`config.mk`:
```
export PLATFORM = sky130hd
export DESIGN_NAME = csa_accum_ctrl
export DESIGN_NICKNAME = d
export VERILOG_FILES = /design/src/rtl/csa_accum_ctrl.sv
export SDC_FILE = /design/constraint.sdc
export NUM_CORES = 1
export LEC_CHECK = 0
export CAP_MARGIN = 25
export CELL_PAD_IN_SITES_DETAIL_PLACEMENT = 0
export CELL_PAD_IN_SITES_GLOBAL_PLACEMENT = 1
export CORE_ASPECT_RATIO = 1.25
export CORE_MARGIN = 2
export CORE_UTILIZATION = 42
export CTS_CLUSTER_DIAMETER = 30
export CTS_CLUSTER_SIZE = 8
export DETAILED_ROUTE_END_ITERATION = 12
export PLACE_DENSITY_LB_ADDON = 0.12
export SLEW_MARGIN = 20
export SYNTH_ARGS = -nofsm -noshare
export SYNTH_HDL_FRONTEND = slang
export SYNTH_SLANG_ARGS = --single-unit
```
`constraint.sdc`:
```
create_clock -name clk -period 3.25 [get_ports clk]
set_input_delay 0.65 -clock clk [delete_from_list [all_inputs] [get_ports clk]]
set_output_delay 0.65 -clock clk [all_outputs]
set_load 0.1 [all_outputs]
```
`src/rtl/csa_accum_ctrl.sv`:
```
// csa_accum_ctrl: multi-beat carry-save accumulation controller.
// One carry_save_adder is reused across the beats of a job. Each beat's
// {sum, cout} is registered (S1) and then folded into a wide binary
// accumulator (S2). The job total is then offered on a valid/ready port.
//
// Build option: define CSA_IN_REG_EN to register in_data (S0) before the CSA.
// This adds one cycle of latency. Handshakes and results do not change.
//
// state | meaning
// IDLE  | waiting for start; an illegal beat count pulses err
// ACCUM | accepting operand beats until remaining reaches zero
// DRAIN | last beat taken; waiting for the pipeline valid bits to clear
// DONE  | result presented on out_sum until out_ready handshake

module carry_save_adder #(
    parameter int N = 17,
    parameter int E = 4,
    parameter int W = 3
) (
    input  logic [W*N-1:0] data,
    output logic [W+E-1:0] sum,
    output logic [W+E-1:0] cout
);
    logic [W+E-1:0] s_acc;
    logic [W+E-1:0] c_acc;
    logic [W+E-1:0] x_ext;
    logic [W+E-1:0] maj;

    // Chain of 3:2 compressors. sum + cout equals the bus total modulo
    // 2^(W+E). The total is exact because N*(2^W-1) < 2^(W+E).
    always_comb begin
        s_acc = '0;
        c_acc = '0;
        x_ext = '0;
        maj   = '0;
        for (int i = 0; i < N; i++) begin
            x_ext = {{E{1'b0}}, data[i*W +: W]};
            maj   = (s_acc & c_acc) | (s_acc & x_ext) | (c_acc & x_ext);
            s_acc = s_acc ^ c_acc ^ x_ext;
            c_acc = maj << 1;
        end
        sum  = s_acc;
        cout = c_acc;
    end
endmodule

module csa_accum_ctrl #(
    parameter int N     = 17,
    parameter int E     = 4,
    parameter int W     = 3,
    parameter int K_MAX = 16,
    parameter int CW    = $clog2(K_MAX + 1),
    parameter int AW    = W + E + $clog2(K_MAX)
) (
    input  logic          clk,
    input  logic          rst_n,
    input  logic          start,
    input  logic [CW-1:0] beats,
    input  logic          in_valid,
    output logic          in_ready,
    input  logic [W*N-1:0] in_data,
    output logic          out_valid,
    input  logic          out_ready,
    output logic [AW-1:0] out_sum,
    output logic          busy,
    output logic          err
);
    typedef enum logic [1:0] {IDLE, ACCUM, DRAIN, DONE} state_t;

    localparam int SW = W + E;
    localparam logic [CW-1:0] K_MAX_C = CW'(K_MAX);
    localparam logic [CW-1:0] ONE_C   = CW'(1);

    state_t        state;
    logic [CW-1:0] remaining;
    logic [AW-1:0] acc;
    logic          accept;
    logic          beats_legal;
    logic          start_ok;
    logic          start_bad;
    logic          pipe_busy;
    logic          s1_load;
    logic [W*N-1:0] csa_data;
    logic [SW-1:0] csa_sum;
    logic [SW-1:0] csa_cout;
    logic [SW-1:0] s1_sum;
    logic [SW-1:0] s1_cout;
    logic [SW-1:0] s1_total;
    logic          s1_valid;
    logic          s2_valid;

    // in_ready is only ever high in ACCUM, so it also gates in_valid by state.
    assign accept      = in_valid && in_ready;
    assign beats_legal = (beats != '0) && (beats <= K_MAX_C);
    assign start_ok    = (state == IDLE) && start && beats_legal;
    assign start_bad   = (state == IDLE) && start && !beats_legal;

`ifdef CSA_IN_REG_EN
    logic [W*N-1:0] s0_data;
    logic           s0_valid;

    // S0: capture each accepted operand word ahead of the CSA.
    always_ff @(posedge clk or negedge rst_n) begin
        if (!rst_n) begin
            s0_data  <= '0;
            s0_valid <= 1'b0;
        end else begin
            s0_valid <= accept;
            if (accept) s0_data <= in_data;
        end
    end

    assign csa_data  = s0_data;
    assign s1_load   = s0_valid;
    assign pipe_busy = s0_valid || s1_valid || s2_valid;
`else
    assign csa_data  = in_data;
    assign s1_load   = accept;
    assign pipe_busy = s1_valid || s2_valid;
`endif

    carry_save_adder #(.N(N), .E(E), .W(W)) u_csa (
        .data (csa_data),
        .sum  (csa_sum),
        .cout (csa_cout)
    );

    // S1: register the redundant CSA result together with its valid bit.
    always_ff @(posedge clk or negedge rst_n) begin
        if (!rst_n) begin
            s1_sum   <= '0;
            s1_cout  <= '0;
            s1_valid <= 1'b0;
        end else begin
            s1_valid <= s1_load;
            if (s1_load) begin
                s1_sum  <= csa_sum;
                s1_cout <= csa_cout;
            end
        end
    end

    // The add is done at W+E bits. The wrap of the redundant pair then cancels.
    assign s1_total = s1_sum + s1_cout;

    // S2: fold the beat total into the accumulator. It is cleared on a new job.
    always_ff @(posedge clk or negedge rst_n) begin
        if (!rst_n) begin
            acc      <= '0;
            s2_valid <= 1'b0;
        end else begin
            s2_valid <= s1_valid;
            if (start_ok)      acc <= '0;
            else if (s1_valid) acc <= acc + AW'(s1_total);
        end
    end

    // Sequencer with registered handshake and status outputs.
    always_ff @(posedge clk or negedge rst_n) begin
        if (!rst_n) begin
            state     <= IDLE;
            remaining <= '0;
            in_ready  <= 1'b0;
            out_valid <= 1'b0;
            out_sum   <= '0;
            busy      <= 1'b0;
            err       <= 1'b0;
        end else begin
            err <= start_bad;
            case (state)
                IDLE: begin
                    if (start_ok) begin
                        remaining <= beats;
                        in_ready  <= 1'b1;
                        busy      <= 1'b1;
                        state     <= ACCUM;
                    end
                end
                ACCUM: begin
                    if (accept) begin
                        remaining <= remaining - ONE_C;
                        if (remaining == ONE_C) begin
                            in_ready <= 1'b0;
                            state    <= DRAIN;
                        end
                    end
                end
                DRAIN: begin
                    if (!pipe_busy) begin
                        out_valid <= 1'b1;
                        out_sum   <= acc;
                        state     <= DONE;
                    end
                end
                DONE: begin
                    if (out_ready) begin
                        out_valid <= 1'b0;
                        out_sum   <= '0;
                        busy      <= 1'b0;
                        state     <= IDLE;
                    end
                end
                default: state <= IDLE;
            endcase
        end
    end
endmodule

```
==> results by group <==
STA
  – Fin crit share: 2.59
  – Worst Max-Slew Pin Slew: 0.584 ns
  – Unrepaired setup endpoints after global routing: true
  – Slew HR: 0.610
  – Final min period: 8.41 ns
  – Setup Skew: 0.00438 ns
  – Final Setup Violations: 13
  – Final setup margin: -5.16 ns
  – Fmax: 119 MHz
  – Final Hold Vio Count: 0
  – Final hold slack: 0.349 ns
  – Pins Over Slew Limit: 0

Die
  – Die Ht: 115 um
  – Starting Density: 0.431
  – Row cnt: 40
  – Die W: 92.6 um
  – # IOs: 76
  – Die area: 0.0106 sq mm
  – Total core area: 0.00956 sq mm

Status
  – Status: finished, violations left
  – Failing checks: negative setup slack

Global route
  – Largest net degree at the start of global routing: 26
  – Grt met1 use: 0.210
  – First-pass GRT wire length: 14.0 mm
  – Initial antenna violation count: 0
  – GRT Max-Usage Layer: met2
  – Vias in the first global route: 3036
  – Total grt overflow: 0
  – Met3 usage: 0.0282
  – GR Layer Usage met2: 0.298
  – Total global routing track utilization: 0.167

Routing
  – DRT iter0 DRCs: 69
  – WL final: 7.94 mm
  – Routed vias/inst: 4.89
  – Vias post-DR: 2899
  – Antenna-violating nets left: 0
  – DRC viols: 0
  – WL per Instance: 13.4 um
  – DR pass1 iterations: 4

Yosys
  – Seq cells post-synth: 48
  – EDFF count, synth: 0
  – Post-synthesis mux area share: 0.0501
  – Syn_nets: 551
  – Top_reg_cell synth: dfrtp_1
  – Simple-Gate Fraction of Synth Area: 0.0889
  – Syn. warnings: 0
  – Syn Inst Count: 385
  – Largest family of logic cells by synthesized area: adder cells
  – Post-Synth XOR/XNOR Area: 0.0382
  – Sequential share of the synthesized area: 0.291
  – Adder-Cell Fraction of Synth Area: 0.382
  – Avg Inst Size Synth: 10.7 sq um
  – Synth async-reset ratio: 1.00
  – Synth Area in Compound Gates: 0.100
  – Cell area after synthesis: 0.00412 sq mm
  – Netlist cell types: 45

Clock tree
  – CTS Buffer Depth: 2
  – CTS tree: done
  – TritonCTS buffer count: 5
  – Clock sinks: 48
  – Hold-fix buffers, CTS: 0
  – Root Buffer: clkbuf_16
  – Clk slew on worst S/H paths: 0.06 ns
  – Later-pin clock latency in the skew report: 0.29 ns
  – # H-tree levels: 2

Layout
  – Post-Layout Cell Count: 593
  – Reg area: 0.00120 sq mm
  – Ant. Diodes: 0
  – Nets: 633
  – Multi-input logic area: 0.00306 sq mm
  – Post-route design area: 0.00550 sq mm
  – Fill count: 841
  – Proportion of layout cells with a drive suffix above 1: 0.186
  – Area added between synthesis and finish: 33.4%

Min path
  – Hold crit path type: input pin to asynchronous set/reset pin

Worst setup path
  – Max stage delay on crit path: 0.54 ns
  – RR Endpoint: acc[7]
  – CP cell instances: buf_6, ha_4, fa_1, fa_1, fa_1, fa_1, fa_2, inv_2, fa_1, fa_1, fa_1, fa_1, fa_1, fa_1, fa_1, fa_1, inv_1, fa_1, fa_2, mux2_4
  – Worst EP required: 3.43 ns
  – Worst r2r src: s1_sum[2]
  – Crit path DAT: 8.58 ns
  – Critical Path Most Common Cell: fa_1
  – Setup crit start: in_data[4]
  – R2R depth: 11
  – Crit-path slowest cell: fa_2
  – Setup crit end: s1_sum[1]
  – Crit path kind: input pin to flop
  – CP Max Fanout: 1
  – Setup crit start kind: input pin
  – FF-to-FF setup slack: 0.39 ns
  – Kind of end point of the critical path: flop

Placed design
  – IO buf count: 75
  – GP Congestion: 0.812
  – Detailed Place HPWL: 6.49 mm
  – Placed cell count: 586
  – Placed cell area: 0.00535 sq mm

Job
  – MaxCap Viol Count: 0
cell type report:
cell class	count	share of cell area
clock buffer	7	0.0278
sequential	48	0.218
tap	126	0.0287
inverter	45	0.0307
multi-input combinational	284	0.556
timing repair buffer	83	0.138
critical path, delay by kind of cell:
kind / cells / cell delay [ns]
mux: 1 / 0.26
buf+inv: 3 / 0.19
fa+ha+maj: 16 / 7.49
per-layer routing:
metal,share of wire,vias up
met5,0,-
met4,0.016,0
met3,0.040,8
met2,0.51,54
met1,0.43,1373
li1,-,1464
metrics by stage:
stage | util | TNS [ns] | worst slack (ns)
after floorplan | - | -56.11 | -5.33
after global placement | 0.559 | -65.39 | -6.08
after detailed placement | 0.559 | -65.67 | -6.10
after CTS | 0.575 | -53.27 | -5.25
after global routing | 0.575 | -54.75 | -5.35
final | 0.575 | -52.44 | -5.16
flip-flops by register name, summed over array words and instances, names as in the netlist, 2 cells and up:
| signal | flops |
|---|---|
| s1_sum | 7 |
| remaining | 5 |
| s1_cout | 6 |
| state | 2 |
| out_sum | 11 |
| acc | 11 |
cell families after synthesis:
kind of cell | after synthesis
flip-flops | 48
AND/OR/NAND/NOR | 78
XOR/XNOR | 18
buffers and inverters | 53
AO/OA/AOI/OAI | 64
multiplexers | 19
adder cells (fa/ha/maj) | 105
repair_timing:
item                                    in CTS  in global routing
endpoints found under the setup margin      13                 13
resized for setup                           35                  2
buffers inserted                             0                  0
pin swaps                                   49                  1
cells in the mapped netlist, types with 2 or more instances:
| master | count | area, sq um |
|---|---|---|
| nor2_1 | 19 | 71.3 |
| xnor2_1 | 14 | 123 |
| o21ai_0 | 22 | 110 |
| or2_2 | 2 | 12.5 |
| clkbuf_1 | 7 | 26.3 |
| a211o_1 | 3 | 26.3 |
| nor3b_1 | 2 | 15.0 |
| nand2b_1 | 2 | 12.5 |
| a21oi_1 | 10 | 50.1 |
| xor2_1 | 4 | 35.0 |
| o22ai_1 | 2 | 12.5 |
| ha_1 | 70 | 876 |
| mux2i_1 | 6 | 60.1 |
| and3_1 | 3 | 18.8 |
| nor3_1 | 2 | 10.0 |
| inv_1 | 45 | 169 |
| o21bai_1 | 3 | 22.5 |
| a211oi_1 | 5 | 37.5 |
| o211ai_1 | 3 | 22.5 |
| nand2_1 | 38 | 143 |
| fa_1 | 35 | 701 |
| mux2_2 | 13 | 146 |
| dfrtp_1 | 48 | 1200 |
| a21o_1 | 5 | 37.5 |
| o221ai_1 | 2 | 17.5 |
layout by cell type, fill, tap and decap left out, types with 2 or more instances in the layout:
cell             Yosys  routed
clkdlybuf4s50_1      0      50
nor3_1               2       2
nor3b_1              2       2
nor2_1              19      19
xor2_1               4       4
buf_4                0      23
dfrtp_1             48      48
inv_1               45      42
o21ai_1              0       2
o21ai_0             22      20
mux2_2              13       4
nand2b_1             2       2
inv_2                0       3
buf_2                1       3
clkbuf_8             0       2
ha_1                70      46
or2_2                2       2
mux2i_1              6       6
buf_6                0       4
fa_1                35      29
a21oi_1             10      10
mux2_4               0       9
a211o_1              3       3
nand2_1             38      38
a21o_1               5       5
ha_4                 0      23
a211oi_1             5       5
o22ai_1              2       2
o21bai_1             3       3
clkbuf_16            0       5
fa_2                 0       6
o221ai_1             2       2
o211ai_1             3       3
and3_1               3       3
xnor2_1             14      14
dlygate4sd2_1        0       3
worst min-delay path by stage:
stage	slack (ns)	cells after the start	endpoint
floorplan	0.35	0	acc[0]
global placement	0.46	2	out_sum[7]
detailed placement	0.47	2	out_sum[5]
CTS	0.36	1	out_sum[10]
global route	0.39	1	state[1]
finish	0.35	1	out_sum[10]
Power is left out: the tool's default activity adds up to more than one toggle a clock period on the data nets, which glitch-free logic cannot reach.
